**src/rtl/conv_result_collector_pkg.sv**
```systemverilog
// Shared definitions for the conv result collector.
//   drain_state_t : which lane the drain FSM is serialising (L0 = lane 0, L1 = lane 1)
//   ROW_W / COL_W : widths of the row/column tags on the output stream
package conv_result_collector_pkg;

  typedef enum logic {
    L0 = 1'b0,
    L1 = 1'b1
  } drain_state_t;

  localparam int unsigned ROW_W = 3;
  localparam int unsigned COL_W = 8;

endpackage

```
**src/rtl/conv_result_collector_if.sv**
```systemverilog
// Stream bundle of the conv result collector.
//   in_port0/in_valid0 : lane 0 word (even row of a pair, or the odd last row)
//   in_port1/in_valid1 : lane 1 word (odd row of a pair); no upstream backpressure
//   m_data/m_valid/m_ready : serialised row-major ready/valid output
//   m_row/m_col/m_last     : tags of m_data; m_last marks the final word of a frame
// Modports: slave = collector side, master = producer/consumer side.
interface conv_result_collector_if
  import conv_result_collector_pkg::*;
#(
  parameter int unsigned DATA_WIDTH = 25
) ();

  logic [DATA_WIDTH-1:0] in_port0;
  logic [DATA_WIDTH-1:0] in_port1;
  logic                  in_valid0;
  logic                  in_valid1;
  logic [DATA_WIDTH-1:0] m_data;
  logic                  m_valid;
  logic                  m_ready;
  logic [ROW_W-1:0]      m_row;
  logic [COL_W-1:0]      m_col;
  logic                  m_last;

  modport slave (
    input  in_port0, in_port1, in_valid0, in_valid1, m_ready,
    output m_data, m_valid, m_row, m_col, m_last
  );

  modport master (
    output in_port0, in_port1, in_valid0, in_valid1, m_ready,
    input  m_data, m_valid, m_row, m_col, m_last
  );

endinterface

```
**src/rtl/conv_result_collector_lane_fifo.sv**
```systemverilog
// result_lane_fifo: first-word-fall-through synchronous FIFO for one result lane.
//   clk, rst_n (async, active-low), flush (sync empty)
//   wr_en/wr_data : write port; a write while full is accepted only if a read
//                   happens in the same cycle, otherwise it is dropped
//   rd_en/rd_data : rd_data always shows the head word; rd_en pops it
//   count         : number of stored words
//   drop          : combinational pulse, a write was dropped this cycle
module result_lane_fifo #(
  parameter  int unsigned DATA_WIDTH = 25,
  parameter  int unsigned FIFO_DEPTH = 64,
  localparam int unsigned CNT_W      = $clog2(FIFO_DEPTH + 1)
) (
  input  logic                  clk,
  input  logic                  rst_n,
  input  logic                  flush,
  input  logic                  wr_en,
  input  logic [DATA_WIDTH-1:0] wr_data,
  input  logic                  rd_en,
  output logic [DATA_WIDTH-1:0] rd_data,
  output logic [CNT_W-1:0]      count,
  output logic                  drop
);

  localparam int unsigned PTR_W = (FIFO_DEPTH > 1) ? $clog2(FIFO_DEPTH) : 1;

  logic [DATA_WIDTH-1:0] mem [FIFO_DEPTH];
  logic [PTR_W-1:0]      wr_ptr;
  logic [PTR_W-1:0]      rd_ptr;
  logic                  full;
  logic                  empty;
  logic                  do_wr;
  logic                  do_rd;

  function automatic logic [PTR_W-1:0] ptr_inc(input logic [PTR_W-1:0] p);
    return (p == PTR_W'(FIFO_DEPTH - 1)) ? '0 : p + PTR_W'(1);
  endfunction

  assign empty   = (count == '0);
  assign full    = (count == CNT_W'(FIFO_DEPTH));
  assign do_rd   = rd_en & ~empty & ~flush;
  // When full, a same-cycle pop frees the slot the write lands in.
  assign do_wr   = wr_en & ~flush & (~full | do_rd);
  assign drop    = wr_en & ~flush & full & ~do_rd;
  assign rd_data = mem[rd_ptr];

  always_ff @(posedge clk or negedge rst_n) begin
    if (!rst_n) begin
      wr_ptr <= '0;
      rd_ptr <= '0;
      count  <= '0;
    end else if (flush) begin
      wr_ptr <= '0;
      rd_ptr <= '0;
      count  <= '0;
    end else begin
      if (do_wr) wr_ptr <= ptr_inc(wr_ptr);
      if (do_rd) rd_ptr <= ptr_inc(rd_ptr);
      case ({do_wr, do_rd})
        2'b10:   count <= count + CNT_W'(1);
        2'b01:   count <= count - CNT_W'(1);
        default: count <= count;
      endcase
    end
  end

  always_ff @(posedge clk) begin
    if (do_wr) mem[wr_ptr] <= wr_data;
  end

endmodule

```
**src/rtl/conv_result_collector.sv**
```systemverilog
// conv_result_collector: receives the dual-lane conv result stream (rows paired
// on lanes 0/1, odd last row on lane 0), buffers each lane and re-serialises it
// into one row-major ready/valid stream tagged with row/col.
//   clk, rst_n      : clock, async active-low reset
//   flush           : sync; empties FIFOs, row/col to 0, state L0 (beats writes/transfers)
//   clear_err       : sync clear of the sticky flags (a same-cycle new error wins)
//   bus (slave)     : lane inputs and serialised output stream
//   frame_done      : 1-cycle pulse the cycle after the m_last transfer
//   overflow        : sticky, a lane write was dropped on a full FIFO
//   proto_err       : sticky, in_valid1 seen without in_valid0
// Build option: define CONV_RELU_EN to zero negative words on m_data.
module conv_result_collector
  import conv_result_collector_pkg::*;
#(
  parameter int unsigned DATA_WIDTH = 25,
  parameter int unsigned DEPTH      = 61,
  parameter int unsigned ROWS       = 5,
  parameter int unsigned FIFO_DEPTH = 64
) (
  input  logic                    clk,
  input  logic                    rst_n,
  input  logic                    flush,
  input  logic                    clear_err,
  conv_result_collector_if.slave  bus,
  output logic                    frame_done,
  output logic                    overflow,
  output logic                    proto_err
);

  localparam int unsigned      CNT_W    = $clog2(FIFO_DEPTH + 1);
  localparam logic [COL_W-1:0] COL_LAST = COL_W'(DEPTH - 1);
  localparam logic [ROW_W-1:0] ROW_LAST = ROW_W'(ROWS - 1);

  drain_state_t          state, state_nxt;
  logic [ROW_W-1:0]      row, row_nxt;
  logic [COL_W-1:0]      col, col_nxt;
  logic [CNT_W-1:0]      count0, count1;
  logic [DATA_WIDTH-1:0] head0, head1, head, data_out;
  logic                  drop0, drop1;
  logic                  valid_i, xfer, last_i, frame_end, lone_v1;
  logic [ROW_W-1:0]      row_i;

  result_lane_fifo #(
    .DATA_WIDTH (DATA_WIDTH),
    .FIFO_DEPTH (FIFO_DEPTH)
  ) u_lane0 (
    .clk     (clk),
    .rst_n   (rst_n),
    .flush   (flush),
    .wr_en   (bus.in_valid0),
    .wr_data (bus.in_port0),
    .rd_en   (xfer && (state == L0)),
    .rd_data (head0),
    .count   (count0),
    .drop    (drop0)
  );

  result_lane_fifo #(
    .DATA_WIDTH (DATA_WIDTH),
    .FIFO_DEPTH (FIFO_DEPTH)
  ) u_lane1 (
    .clk     (clk),
    .rst_n   (rst_n),
    .flush   (flush),
    .wr_en   (bus.in_valid1),
    .wr_data (bus.in_port1),
    .rd_en   (xfer && (state == L1)),
    .rd_data (head1),
    .count   (count1),
    .drop    (drop1)
  );

  always_comb begin
    head      = (state == L0) ? head0 : head1;
    valid_i   = (state == L0) ? (count0 != '0) : (count1 != '0);
    row_i     = (state == L0) ? row : row + ROW_W'(1);
    last_i    = valid_i && (col == COL_LAST) && (row_i == ROW_LAST);
    xfer      = valid_i & bus.m_ready & ~flush;

    state_nxt = state;
    row_nxt   = row;
    col_nxt   = col;
    frame_end = 1'b0;

    if (flush) begin
      state_nxt = L0;
      row_nxt   = '0;
      col_nxt   = '0;
    end else if (xfer) begin
      if (col == COL_LAST) begin
        col_nxt = '0;
        if (state == L0) begin
          if (32'(row) + 32'd1 < ROWS) state_nxt = L1;
          else                         frame_end = 1'b1;
        end else begin
          // Even ROWS ends the frame on lane 1; otherwise step to the next pair.
          if (32'(row) + 32'd2 < ROWS) begin
            row_nxt   = row + ROW_W'(2);
            state_nxt = L0;
          end else begin
            frame_end = 1'b1;
          end
        end
        if (frame_end) begin
          row_nxt   = '0;
          state_nxt = L0;
        end
      end else begin
        col_nxt = col + COL_W'(1);
      end
    end
  end

`ifdef CONV_RELU_EN
  assign data_out = head[DATA_WIDTH-1] ? '0 : head;
`else
  assign data_out = head;
`endif

  // Gated so an empty lane never exposes uninitialised storage.
  assign bus.m_data  = valid_i ? data_out : '0;
  assign bus.m_valid = valid_i;
  assign bus.m_row   = row_i;
  assign bus.m_col   = col;
  assign bus.m_last  = last_i;

  assign lone_v1 = bus.in_valid1 & ~bus.in_valid0 & ~flush;

  always_ff @(posedge clk or negedge rst_n) begin
    if (!rst_n) begin
      state <= L0;
      row   <= '0;
      col   <= '0;
    end else begin
      state <= state_nxt;
      row   <= row_nxt;
      col   <= col_nxt;
    end
  end

  always_ff @(posedge clk or negedge rst_n) begin
    if (!rst_n) begin
      frame_done <= 1'b0;
      overflow   <= 1'b0;
      proto_err  <= 1'b0;
    end else begin
      frame_done <= frame_end;
      if (drop0 | drop1)  overflow <= 1'b1;
      else if (clear_err) overflow <= 1'b0;
      if (lone_v1)        proto_err <= 1'b1;
      else if (clear_err) proto_err <= 1'b0;
    end
  end

endmodule
```
**src/flat_wrapper.sv**
```systemverilog
// flat-port wrapper written by rule: the top's interface ports become plain ports
module conv_result_collector_flat import conv_result_collector_pkg::*;
#(
  parameter int unsigned DATA_WIDTH = 25,
  parameter int unsigned DEPTH      = 61,
  parameter int unsigned ROWS       = 5,
  parameter int unsigned FIFO_DEPTH = 64
)
  (clk, rst_n, flush, clear_err, frame_done, overflow, proto_err, bus_in_port0, bus_in_port1, bus_in_valid0, bus_in_valid1, bus_m_ready, bus_m_data, bus_m_valid, bus_m_row, bus_m_col, bus_m_last);
  conv_result_collector_if #(.DATA_WIDTH(DATA_WIDTH)) bus_i ();
  input  logic clk;
  input  logic rst_n;
  input  logic flush;
  input  logic clear_err;
  output logic frame_done;
  output logic overflow;
  output logic proto_err;
  input wire logic [$bits(bus_i.in_port0)-1:0] bus_in_port0;
  input wire logic [$bits(bus_i.in_port1)-1:0] bus_in_port1;
  input wire logic [$bits(bus_i.in_valid0)-1:0] bus_in_valid0;
  input wire logic [$bits(bus_i.in_valid1)-1:0] bus_in_valid1;
  input wire logic [$bits(bus_i.m_ready)-1:0] bus_m_ready;
  output wire logic [$bits(bus_i.m_data)-1:0] bus_m_data;
  output wire logic [$bits(bus_i.m_valid)-1:0] bus_m_valid;
  output wire logic [$bits(bus_i.m_row)-1:0] bus_m_row;
  output wire logic [$bits(bus_i.m_col)-1:0] bus_m_col;
  output wire logic [$bits(bus_i.m_last)-1:0] bus_m_last;
  assign bus_i.in_port0 = bus_in_port0;
  assign bus_i.in_port1 = bus_in_port1;
  assign bus_i.in_valid0 = bus_in_valid0;
  assign bus_i.in_valid1 = bus_in_valid1;
  assign bus_i.m_ready = bus_m_ready;
  assign bus_m_data = bus_i.m_data;
  assign bus_m_valid = bus_i.m_valid;
  assign bus_m_row = bus_i.m_row;
  assign bus_m_col = bus_i.m_col;
  assign bus_m_last = bus_i.m_last;
  conv_result_collector #(.DATA_WIDTH(DATA_WIDTH), .DEPTH(DEPTH), .ROWS(ROWS), .FIFO_DEPTH(FIFO_DEPTH)) u_core (.clk(clk), .rst_n(rst_n), .flush(flush), .clear_err(clear_err), .bus(bus_i), .frame_done(frame_done), .overflow(overflow), .proto_err(proto_err));
endmodule
```
**config.mk**
```make
export PLATFORM = sky130hd
export DESIGN_NAME = conv_result_collector_flat
export DESIGN_NICKNAME = d
export VERILOG_FILES = /design/src/rtl/conv_result_collector_pkg.sv /design/src/rtl/conv_result_collector_if.sv /design/src/rtl/conv_result_collector_lane_fifo.sv /design/src/rtl/conv_result_collector.sv /design/src/flat_wrapper.sv
export SDC_FILE = /design/constraint.sdc
export NUM_CORES = 2
export LEC_CHECK = 0
export BUFFER_PORTS_ARGS = -buffer_cell sky130_fd_sc_hd__buf_2
export CAP_MARGIN = 20
export CELL_PAD_IN_SITES_DETAIL_PLACEMENT = 2
export CELL_PAD_IN_SITES_GLOBAL_PLACEMENT = 2
export CORE_AREA = 2 2 482 484
export DETAILED_ROUTE_END_ITERATION = 8
export DIE_AREA = 0 0 484 486
export PLACE_DENSITY_LB_ADDON = 0.1
export SYNTH_ARGS = -nofsm -noshare
export SYNTH_HDL_FRONTEND = slang
export SYNTH_SLANG_ARGS = --single-unit
```
**constraint.sdc**
```tcl
create_clock -name clk -period 9.75 [get_ports clk]
set_input_delay 2.925 -clock clk [delete_from_list [all_inputs] [get_ports clk]]
set_output_delay 2.925 -clock clk [all_outputs]
set_load 0.1 [all_outputs]
```
==> flow_summary.json, run 1 <==
{
  "status": "did not finish",
  "stop_stage": "detailed placement (3_5_place_dp)",
  "error": "[ERROR DPL-0033] detailed placement checks failed during check placement.",
  "netlist.area_leader.share": 0.763,
  "synth-async-reset-ratio": 0.0160,
  "synth_area_per_cell_um2": 21.8,
  "num_rows": 176,
  "syn_inst": 5776,
  "numPortBuffers": 97,
  "ys_seq_elements": 3252,
  "dp_hpwl_um": 289000,
  "synth_top_area_cell": "edfxtp_1",
  "start_util": 0.549,
  "yosys-top-cells-area": "edfxtp_1 (76%), mux4_2 (13%), mux2i_1 (3.7%), dfrtp_1 (1.0%), a22oi_1 (0.98%)",
  "die_x_um": 484,
  "synth_cell_types": 59,
  "synth_edf_count": 3200,
  "io_pins": 98,
  "place.gp.congestion": 0.834,
  "ys_seq_area_frac": 0.773,
  "post_synth_instance_area_um2": 126000,
  "synth-main-ff-cell": "edfxtp_1",
  "synth_fp_nets": 5853,
  "dieHeight_um": 486,
  "synth_warnings": 0
}
[cell families after synthesis]
kind of cell / Yosys count / share of synthesized area
fa+ha+maj: 20 / 0.00211
simple gates: 508 / 0.0192
mux: 1213 / 0.169
xor+xnor: 18 / 0.00125
compound gates: 420 / 0.0228
flops: 3252 / 0.773
buf+inv: 345 / 0.0128
[synthesized netlist by cell type (23+ instances only)]
master	number
o21ai_0	38
buf_2	138
buf_4	32
a31oi_1	23
a22oi_1	165
mux4_2	729
nand4_1	31
edfxtp_1	3200
buf_1	36
nand2_1	89
dfrtp_1	52
nor2b_1	28
nor2_1	177
clkbuf_1	122
mux2i_1	467
nand3_1	96
a21oi_1	88
[stage by stage]
step | setup slack, ps | cells | instance area, um2 | hold slack, ps
2_1_floorplan | 2240 | 5776 | 126000 | 478
3_3_place_gp | 2430 | 8817 | 131000 | 510
==> inputs of run 2 (changes only) <==
Settings changed: CELL_PAD_IN_SITES_DETAIL_PLACEMENT 2 to not set, CELL_PAD_IN_SITES_GLOBAL_PLACEMENT 2 to not set, CORE_AREA 2 2 482 484 to 2 2 565 567, DIE_AREA 0 0 484 486 to 0 0 567 569, PLACE_DENSITY_LB_ADDON 0.1 to 0.15.
==> run 2 against run 1 <==
Against the previous run: the flow now finishes without violations; synthesized cell count is the same; synthesized area unchanged.
==> flow_summary.json, run 2 <==
{
  "ant_nets": 0,
  "cts_buffers": 351,
  "post-cts-setup-buffers": 0,
  "via_count": 60700,
  "rsz0062_at_grt": "false",
  "dr.pass1.iters": 6,
  "io_pins": 98,
  "fin_area_um2": 145000,
  "hold_violations": 0,
  "pwr-share-clk": 0.411,
  "place.gp.congestion": 0.801,
  "hold_depth": 1,
  "final_cell_mix": "edfxtp_1 (3200), mux4_2 (729), mux2i_1 (467)",
  "place_area_um2": 133000,
  "cts_resized": 0,
  "synth_fp_nets": 5853,
  "post-synth-top-count-cell": "edfxtp_1",
  "drcViolationCount": 0,
  "cts_buffer_depth": 4,
  "syn_inst": 5776,
  "p_seq_frac": 0.486,
  "dp_hpwl_um": 198000,
  "layout.nets": 6232,
  "max-cap-violations": 0,
  "netlist.area_leader.share": 0.763,
  "crit_arrival_ps": 5380,
  "p_int_mw": 23.9,
  "drive_above_1_share": 0.272,
  "grt_overflow": 0,
  "routedWlPerCell_um": 33.2,
  "start_util": 0.398,
  "vdd_drop_max_mv": 0.326,
  "status": "completed",
  "timing.final.crit_share": 0.852,
  "syn2layout_area_growth_pct": 14.9,
  "cts.reportedPaths.clkPinSlew_ps": 60,
  "core_area_um2": 317000,
  "numPortBuffers": 97,
  "synth-main-ff-cell": "edfxtp_1",
  "cp.depth": 7,
  "synth_edf_count": 3200,
  "num_rows": 207,
  "final_common_cell": "edfxtp_1",
  "die_area_um2": 323000,
  "dieHeight_um": 569,
  "reg2reg_depth": 12,
  "endpoint_kind": "primary output",
  "crit_buf_inv": 3,
  "cts-hold-fix-buffers": 0,
  "slew_headroom": 0.208,
  "p_leak_nw": 43.1,
  "cellPowerDensity_nw_per_um2": 220,
  "comb_power_share": 0.103,
  "tightest_slew_ps": 1180,
  "die_x_um": 567,
  "grt_max_degree": 87,
  "drt_iter0_drc": 6730,
  "clkLatencyLatePin_ps": 950,
  "synth_area_per_cell_um2": 21.8,
  "crit_family": "buffers and inverters",
  "ys_seq_area_frac": 0.773,
  "clock_skew_ps": 43.5,
  "cts_tree": "built",
  "crit_top_cell": "mux4_2",
  "synth_cell_types": 59,
  "post_synth_instance_area_um2": 126000,
  "synth_warnings": 0,
  "synth_common_cells": "edfxtp_1 (3200), mux4_2 (729), mux2i_1 (467)",
  "crit_path_max_incr_delay_ps": 910,
  "grt_pass1_wl_um": 493000,
  "hold_path.class": "reg -> reg",
  "synth_top_area_cell": "edfxtp_1",
  "path_class": "reg -> out",
  "ys_seq_elements": 3252,
  "cp_max_fo": 69,
  "start_kind": "flop",
  "antenna_found_initial": 16,
  "clock_sinks": 3252,
  "switching_power_mw": 7.90,
  "switching_share": 0.248,
  "grt_util_all_layers": 0.216,
  "power.total_mw": 31.8,
  "clock.fmax_ghz": 0.120,
  "wirelength_um": 353000,
  "vias_per_cell": 5.72,
  "grt_pass1_vias": 62300,
  "cp.required_ps": 6830,
  "drv_slew": 0,
  "critPathSlowestCell": "dfrtp_4",
  "htreeDepth": 5,
  "min_period_ps": 8300,
  "cp_cell_sequence": "buf_12 -> buf_4 -> mux4_2 -> mux4_2 -> a22oi_1 -> nand3_1 -> buf_2",
  "root_buffer": "clkbuf_16",
  "finalSetupViolations": 0,
  "fin_tns_setup_ps": 0,
  "yosys-top-cells-area": "edfxtp_1 (76%), mux4_2 (13%), mux2i_1 (3.7%), dfrtp_1 (1.0%), a22oi_1 (0.98%)",
  "synth-async-reset-ratio": 0.0160
}
[run 2: area by class of cell]
class	count	area, um2
Fill cell	26500	172000
Inverter	14	52.6
Clock inverter	189	2000
Sequential cell	3252	97400
Antenna cell	9	22.5
Clock buffer	443	9210
Multi-Input combinational cell	2179	27900
Timing Repair Buffer	357	2920
Tap cell	4180	5230
[run 2: worst register-to-register path, cell delays in order, from the launching register on]
cell      delay, ps
dfrtp_1         440
nor4_1          840
a31oi_2         330
buf_4           310
nand2_1         430
nor2_1          290
fa_1            480
a21o_1          170
a21oi_1         230
o21bai_1         90
a21oi_1         180
mux2i_1         240
mux2i_1         220
[run 2: through the flow]
step / util / setup slack, ps / instances / hold WS, ps
after CTS: 0.456 / 1300 / 10600 / 504
final: 0.457 / 1450 / 10600 / 504
after global placement: 0.420 / 2240 / 9964 / 487
after floorplan: - / 2240 / 5776 / 478
after global routing: 0.457 / 1200 / 10600 / 537
after detailed placement: 0.420 / 2280 / 9967 / 495
[run 2: path summary, 6_finish.rpt]
check / start / endpoint / slack, ps
worst max-delay path: u_core.u_lane0.rd_ptr[0] / bus_m_data[10] / 1450
worst max register to register: u_core.u_lane1.count[0] / u_core.u_lane1.count[6] / 5420
min in group asynchronous: rst_n / u_core.u_lane1.wr_ptr[5] / 2070
worst min-delay path: u_core.bus.m_col[7] / u_core.bus.m_col[7] / 500
worst min register to register: u_core.bus.m_col[7] / u_core.bus.m_col[7] / 500
max in group asynchronous: rst_n / u_core.u_lane0.rd_ptr[1] / 6850
[run 2: cells by family (layout without fill, tap and decap cells)]
kind of cell / Yosys count / in the layout / synth area share
other: 0 / 9 / 0
AND/OR/NAND/NOR: 508 / 508 / 0.0192
buffers and inverters: 345 / 1003 / 0.0128
XOR/XNOR: 18 / 18 / 0.00125
multiplexers: 1213 / 1213 / 0.169
AO/OA/AOI/OAI: 420 / 420 / 0.0228
adder cells (fa/ha/maj): 20 / 20 / 0.00211
flip-flops: 3252 / 3252 / 0.773
[run 2: power groups by stage]
| stage | sequential (mW) | combinational, mW | clock [mW] |
|---|---|---|---|
| after floorplan | 15.7 | 2.05 | 0 |
| after global placement | 15.8 | 3.29 | 0 |
| after detailed placement | 15.8 | 3.31 | 0 |
| after CTS | 15.5 | 3.32 | 13.3 |
| after global routing | 15.5 | 3.43 | 13.8 |
| final | 15.5 | 3.27 | 13.1 |
[run 2: metal layers]
layer	GRT usage	up-vias	routed length (um)
met2	0.373	1764	180000
li1	-	25100	-
met3	0.0232	476	15800
met1	0.295	33400	149000
met4	0.0526	6	8060
met5	0	-	43
Note: power is estimated with default switching activity, not from simulation.
